$ cat src/rtl/stack_alu_sequencer.sv
// RPN token sequencer in front of a STACK_BASED_ALU: turns operand/ADD/MULT/END tokens
// into PUSH/POP/op opcode sequences, tracks stack depth and reports results and errors.
module stack_alu_sequencer #(
  parameter int DATA_WIDTH = 4,
  parameter int STACK_SIZE = 64,
  localparam int DEPTH_W = $clog2(STACK_SIZE + 1),
  localparam int CNT_W = (STACK_SIZE > 1) ? $clog2(STACK_SIZE) : 1
) (
  input  logic                  clk,
  input  logic                  rst_n,
  input  logic                  tok_valid,
  output logic                  tok_ready,
  input  logic [1:0]            tok_type,
  input  logic [DATA_WIDTH-1:0] tok_data,
  output logic [2:0]            alu_opcode,
  output logic [DATA_WIDTH-1:0] alu_input_data,
  input  logic [DATA_WIDTH-1:0] alu_output_data,
  input  logic                  alu_overflow,
  output logic                  res_valid,
  output logic [DATA_WIDTH-1:0] res_data,
  output logic                  res_overflow,
  output logic                  err,
  output logic [DEPTH_W-1:0]    depth
);

  typedef enum logic [3:0] {
    S_INIT, S_IDLE, S_PUSH, S_OP, S_CAP, S_POP1, S_POP2, S_PUSHR,
    S_FIN_POP, S_FIN_CAP, S_ERR, S_FLUSH
  } state_t;

  localparam logic [2:0] OPC_NOP  = 3'b000;
  localparam logic [2:0] OPC_ADD  = 3'b100;
  localparam logic [2:0] OPC_MULT = 3'b101;
  localparam logic [2:0] OPC_PUSH = 3'b110;
  localparam logic [2:0] OPC_POP  = 3'b111;

  localparam logic [1:0] TOK_OPND = 2'b00;
  localparam logic [1:0] TOK_ADD  = 2'b01;
  localparam logic [1:0] TOK_MULT = 2'b10;
  localparam logic [1:0] TOK_END  = 2'b11;

  localparam logic [DEPTH_W-1:0] DEPTH_FULL = DEPTH_W'(STACK_SIZE);
  localparam logic [DEPTH_W-1:0] DEPTH_ONE  = DEPTH_W'(1);
  localparam logic [DEPTH_W-1:0] DEPTH_TWO  = DEPTH_W'(2);
  localparam logic [CNT_W-1:0]   INIT_LAST  = CNT_W'(STACK_SIZE - 1);

  state_t                r_state;
  logic [CNT_W-1:0]      r_init_cnt;
  logic [DEPTH_W-1:0]    r_depth;
  logic                  r_acc;
  logic [DATA_WIDTH-1:0] r_tmp;
  logic [2:0]            r_opcode;
  logic [DATA_WIDTH-1:0] r_in;
  logic                  r_ready;
  logic                  r_res_valid;
  logic [DATA_WIDTH-1:0] r_res_data;
  logic                  r_res_ovf;
  logic                  r_err;

  // Depth saturates at both ends so it can never wrap.
  function automatic logic [DEPTH_W-1:0] dep_inc(input logic [DEPTH_W-1:0] d);
    return (d >= DEPTH_FULL) ? DEPTH_FULL : d + DEPTH_ONE;
  endfunction

  function automatic logic [DEPTH_W-1:0] dep_dec(input logic [DEPTH_W-1:0] d);
    return (d == '0) ? '0 : d - DEPTH_ONE;
  endfunction

  // Outputs are registered for the state being entered, so they act as Moore outputs.
  always_ff @(posedge clk) begin
    if (!rst_n) begin
      r_state     <= S_INIT;
      r_init_cnt  <= '0;
      r_depth     <= '0;
      r_acc       <= 1'b0;
      r_opcode    <= OPC_POP;
      r_in        <= '0;
      r_ready     <= 1'b0;
      r_res_valid <= 1'b0;
      r_res_data  <= '0;
      r_res_ovf   <= 1'b0;
      r_err       <= 1'b0;
    end else begin
      r_opcode    <= OPC_NOP;
      r_in        <= '0;
      r_ready     <= 1'b0;
      r_res_valid <= 1'b0;
      r_err       <= 1'b0;
      case (r_state)
        S_INIT: begin
          if (r_init_cnt == INIT_LAST) begin
            r_state <= S_IDLE;
            r_ready <= 1'b1;
          end else begin
            r_init_cnt <= r_init_cnt + CNT_W'(1);
            r_opcode   <= OPC_POP;
          end
        end
        S_IDLE: begin
          if (tok_valid) begin
            case (tok_type)
              TOK_OPND: begin
                if (r_depth < DEPTH_FULL) begin
                  r_state  <= S_PUSH;
                  r_opcode <= OPC_PUSH;
                  r_in     <= tok_data;
                end else begin
                  r_state <= S_ERR;
                  r_err   <= 1'b1;
                end
              end
              TOK_ADD, TOK_MULT: begin
                if (r_depth >= DEPTH_TWO) begin
                  r_state  <= S_OP;
                  r_opcode <= (tok_type == TOK_ADD) ? OPC_ADD : OPC_MULT;
                end else begin
                  r_state <= S_ERR;
                  r_err   <= 1'b1;
                end
              end
              TOK_END: begin
                if (r_depth == DEPTH_ONE) begin
                  r_state  <= S_FIN_POP;
                  r_opcode <= OPC_POP;
                end else begin
                  r_state <= S_ERR;
                  r_err   <= 1'b1;
                end
              end
              default: r_state <= S_IDLE;
            endcase
          end else begin
            r_ready <= 1'b1;
          end
        end
        S_PUSH: begin
          r_depth <= dep_inc(r_depth);
          r_state <= S_IDLE;
          r_ready <= 1'b1;
        end
        S_OP: r_state <= S_CAP;
        // ALU result is visible one cycle after the op was sampled.
        S_CAP: begin
          r_tmp    <= alu_output_data;
          r_acc    <= r_acc | alu_overflow;
          r_state  <= S_POP1;
          r_opcode <= OPC_POP;
        end
        S_POP1: begin
          r_depth  <= dep_dec(r_depth);
          r_state  <= S_POP2;
          r_opcode <= OPC_POP;
        end
        S_POP2: begin
          r_depth  <= dep_dec(r_depth);
          r_state  <= S_PUSHR;
          r_opcode <= OPC_PUSH;
          r_in     <= r_tmp;
        end
        S_PUSHR: begin
          r_depth <= dep_inc(r_depth);
          r_state <= S_IDLE;
          r_ready <= 1'b1;
        end
        S_FIN_POP: begin
          r_depth <= dep_dec(r_depth);
          r_state <= S_FIN_CAP;
        end
        S_FIN_CAP: begin
          r_res_data  <= alu_output_data;
          r_res_ovf   <= r_acc;
          r_res_valid <= 1'b1;
          r_acc       <= 1'b0;
          r_state     <= S_IDLE;
          r_ready     <= 1'b1;
        end
        S_ERR: begin
          r_acc <= 1'b0;
          if (r_depth != '0) begin
            r_state  <= S_FLUSH;
            r_opcode <= OPC_POP;
          end else begin
            r_state <= S_IDLE;
            r_ready <= 1'b1;
          end
        end
        S_FLUSH: begin
          r_depth <= dep_dec(r_depth);
          if (r_depth <= DEPTH_ONE) begin
            r_state <= S_IDLE;
            r_ready <= 1'b1;
          end else begin
            r_opcode <= OPC_POP;
          end
        end
        default: begin
          r_state <= S_IDLE;
          r_ready <= 1'b1;
        end
      endcase
    end
  end

  assign tok_ready      = r_ready;
  assign alu_opcode     = r_opcode;
  assign alu_input_data = r_in;
  assign res_valid      = r_res_valid;
  assign res_data       = r_res_data;
  assign res_overflow   = r_res_ovf;
  assign err            = r_err;
  assign depth          = r_depth;

endmodule

$ cat config.mk
export PLATFORM = sky130hd
export DESIGN_NAME = stack_alu_sequencer
export DESIGN_NICKNAME = d
export VERILOG_FILES = /design/src/rtl/stack_alu_sequencer.sv
export SDC_FILE = /design/constraint.sdc
export NUM_CORES = 1
export LEC_CHECK = 0
export ABC_AREA = 1
export BUFFER_PORTS_ARGS = -buffer_cell sky130_fd_sc_hd__buf_2
export CAP_MARGIN = 10
export CORE_AREA = 2 2 69 58
export DETAILED_ROUTE_END_ITERATION = 7
export DIE_AREA = 0 0 71 60
export PLACE_DENSITY = 0.83
export SYNTH_ARGS = -nofsm -noshare
export SYNTH_HDL_FRONTEND = slang
export SYNTH_SLANG_ARGS = --single-unit
$ cat constraint.sdc
create_clock -name clk -period 4.8 [get_ports clk]
set_clock_uncertainty 0.15 [all_clocks]
set_input_delay 1.2 -clock clk [delete_from_list [all_inputs] [get_ports clk]]
set_output_delay 1.2 -clock clk [all_outputs]
set_load 0.05 [all_outputs]
Word-level counts from Yosys, hierarchy flattened:

Index checks and enable logic that the tools add are counted.

* flip-flop bits (word level): 37
* input port bits: 14
* logic and storage cells: 93

* add/sub/neg operators: 3
* $lt $le $gt $ge: 4
* equal/unequal tests: 19
* mux-type cells: 37
* bitwise gates (word level): 2
* reduce and logical (&&, ||, !) cells: 16

Operator list (number)
* $mux 4: 9
* $pmux 4 s9: 1
* $mux 3: 7
* $pmux 3 s6: 1
* $eq 4x3->1 const B: 4
* $eq 4x4->1 const B: 4
* $mux 7: 2
* $pmux 7 s2: 1
* $pmux 4 s3: 1
* $mux 1: 9
* $pmux 3 s3: 1
* $eq 4x2->1 const B: 2
* $pmux 4 s2: 1
* $reduce_or 2->1: 4
* $add 7x1->7 const B: 1
* $eq 7x1->1 const B: 1
* $ge 7x2->1 const B: 1
* $ge 7x7->1 const B: 1
* $le 7x1->1 const B: 1
* $logic_not 7->1: 1
* $lt 7x7->1 const B: 1
* $reduce_bool 7->1: 1
* $sub 7x1->7 const B: 1
* $add 6x1->6 const B: 1
* other kinds (18): 24

Logic depth before layout (Yosys ltp):

* word-level depth: 6
* gate-level depth with buffers: 11
* depth with buffers taken out: 11

Least setup slack after synthesis:

No wires, ideal clock.

* path kind: input port to flip-flop
* from: in rst_n
* to: reg r_tmp[0] (enable)
* arrival: 2.049 ns
* setup slack: 2.240 ns
* stages on the path: 4
* buffers on the path: 2
* cells stage by stage: buf_2 -> inv_1 -> clkbuf_1 -> nor3_1

* longest elaborated chain between the ends: 1

RTL lines
* start: declaration: RTL line 10 `input logic rst_n,`
* $reduce_and 2->1 (no source line)
* end signal: assignment: RTL line 144 `r_tmp <= alu_output_data;`
* end: declaration: RTL line 51 `logic [DATA_WIDTH-1:0] r_tmp;`

No other way between the ends.
A chain may end at the register's enable or synchronous reset.

Final worst setup path:

* from: in rst_n
* to: reg r_tmp[3] (enable)

Same word-level chain as after synthesis.

==> impl_metrics.py <==
metrics = {
    "run_status": {
        "status": "complete, no violations",
    },
    "sta": {
        "tns_ns": 0,
        "timing.final.hold_violations": 0,
        "min_period_ns": 2.53,
        "fmax_mhz": 395,
        "max_slew_margin_pct": 66.0,
        "worst_pin_slew_ns": 0.510,
        "rsz0062_at_grt": "false",
        "setup_violations": 0,
        "post-route-period-util_pct": 52.7,
        "slew_viol_final": 0,
    },
    "global_route": {
        "antenna_found_initial": 0,
        "grt_max_degree": 20,
        "grt_pass1_vias": 1682,
        "grt.overflow.total": 0,
        "grt_usage_pct": 21.4,
        "grt_pass1_wl_um": 7180,
    },
    "final_layout": {
        "nets": 358,
        "drive_gt1_share_pct": 21.4,
        "layout_common_cells": "73 x nand2_1, 35 x nor2_1, 35 x buf_2",
        "final_common_cell": "nand2_1",
        "final_area_um2": 2380,
        "antenna_cells": 0,
        "area_growth_pct": 14.4,
    },
    "floorplan": {
        "start_util_pct": 57.4,
        "rows": 20,
        "die_x_um": 71,
        "coreArea_um2": 3630,
        "pin_count": 36,
        "die_area_um2": 4260,
        "die_y_um": 60,
    },
    "synthesis": {
        "postSynthAreaPerCell_um2": 6.94,
        "synth.distinct_cells": 30,
        "synth_warnings": 0,
        "syn_inst": 300,
        "synth_area_um2": 2080,
        "ys_ff_latch": 37,
        "syn-num-nets": 323,
        "yosysSeqAreaShare_pct": 37.5,
    },
    "pwr": {
        "p_leak_nw": 1.17,
        "ir_worst_vdd_mv": 0.197,
        "power_w": 0.000606,
        "power.density_nw_per_um2": 254,
    },
    "setup_path": {
        "worstPathArrival_ns": 2.32,
        "worst_setup_path_end_kind": "flop",
        "path_class": "in2reg",
        "crit_fanout": 19,
        "r2r_slack_ns": 3.01,
        "critPathRequiredTime_ns": 4.59,
        "cp-start-kind": "input pin",
    },
    "drt": {
        "vias": 1942,
        "firstDrtPassIters": 4,
        "drtIter0Drc": 117,
        "route.detailed.drc": 0,
        "vias_per_cell": 5.11,
        "routed_wl_um": 4340,
        "routedWlPerCell_um": 11.4,
        "detail-route-antenna-nets": 0,
    },
    "cts": {
        "cts_hold_buf": 0,
        "cts-root-buf": "clkbuf_8",
        "post_cts_buffers": 0,
        "worstSkewPairLatency_ns": 0.29,
        "cts-resized-gates": 0,
        "cts_buffer_depth": 2,
        "tritoncts": "done",
        "cts_buffers": 5,
        "htreeDepth": 2,
        "clk_pin_slew_ns": 0.08,
        "clock-sinks": 37,
    },
    "placed_design": {
        "postPlaceCellArea_um2": 2270,
        "dp_hpwl_um": 3330,
        "port-buffer-count": 35,
        "place.gp.congestion": 0.926,
    },
    "hold_path": {
        "hold_path_class": "reg2reg",
    },
    "flow_run": {
        "maxCapViolCount": 0,
    },
}
## logic make-up (layout without fill, tap and decap cells)
kind of cell             Yosys count  count (layout)  share of synthesized area [%]
AO/OA/AOI/OAI                     44              44                           11.7
XOR/XNOR                           7               7                           2.94
adder cells (fa/ha/maj)            9               9                           5.41
buffers and inverters             50              86                           9.91
flip-flops                        37              37                           37.5
multiplexers                       1               1                          0.480
AND/OR/NAND/NOR                  152             152                           32.1
## critical path, cell delays in order
cell and delay (ns):
buf_2 0.29, inv_1 0.32, nor3_1 0.51
## stage by stage
step / instances / setup WS (ns) / hold slack [ns] / utilization, %
final: 380 / 2.27 / 0.315 / 65.7
after global routing: 380 / 2.20 / 0.331 / 65.7
after CTS: 380 / 2.28 / 0.316 / 65.7
after detailed placement: 372 / 1.96 / 0.305 / 62.5
after global placement: 372 / 2.00 / 0.300 / 62.5
after floorplan: 300 / 2.24 / 0.285 / -
## worst paths after layout
kind / depth (start not counted) / end / start
max: 3 / r_tmp[3] / rst_n
max reg2reg: 11 / r_state[3] / depth[0]
min reg2reg: 2 / res_overflow / r_acc
min: 2 / res_overflow / r_acc
## Yosys cell counts, drive strengths merged
| master | count | area (um^2) |
|---|---|---|
| o21bai | 1 | 7.51 |
| and2 | 1 | 6.26 |
| nand3 | 22 | 115 |
| inv | 42 | 158 |
| ha | 9 | 113 |
| a211oi | 3 | 22.5 |
| xor2 | 7 | 61.3 |
| nand2 | 75 | 287 |
| nand4 | 4 | 25.0 |
| a31oi | 3 | 18.8 |
| o2111ai | 1 | 8.76 |
| dfxtp | 33 | 661 |
| edfxtp | 4 | 120 |
| nor2 | 46 | 215 |
| nor3 | 4 | 20.0 |
| o21a | 1 | 7.51 |
| clkbuf | 2 | 7.51 |
| a2111oi | 1 | 8.76 |
| buf | 5 | 37.5 |
| mux2i | 1 | 10.0 |
| o21ai | 13 | 65.1 |
| clkinv | 1 | 3.75 |
| a21oi | 21 | 105 |
## registers in the layout, summed over array words and instances (netlist names)
| name | count |
|---|---|
| alu_input_data | 4 |
| alu_opcode | 3 |
| depth | 7 |
| err | 1 |
| r_acc | 1 |
| r_init_cnt | 6 |
| r_state | 4 |
| r_tmp | 4 |
| res_data | 4 |
| res_overflow | 1 |
| res_valid | 1 |
| tok_ready | 1 |
## layer usage
metal	vias up	GRT usage, %	part of all wire (%)
met5	-	0	0
met4	0	4.85	0.35
met3	2	5.23	6.0
met2	57	35.0	45
met1	855	28.9	48
li1	1028	-	-
## final cells by class
class / instances / area, um^2
clock buffer: 5 / 68.8
clock inverter: 3 / 46.3
fill: 313 / 1240
inverter: 43 / 161
multi-input combinational: 213 / 1100
sequential: 37 / 781
tap: 44 / 55.1
timing repair buffer: 35 / 175
## power breakdown
part	switching (W)	internal, W
Sequential	0.00000181	0.000314
Clock	0.000110	0.000155
Combinational	0.0000148	0.00000975
No activity file was read; power rests on OpenSTA's default activity.
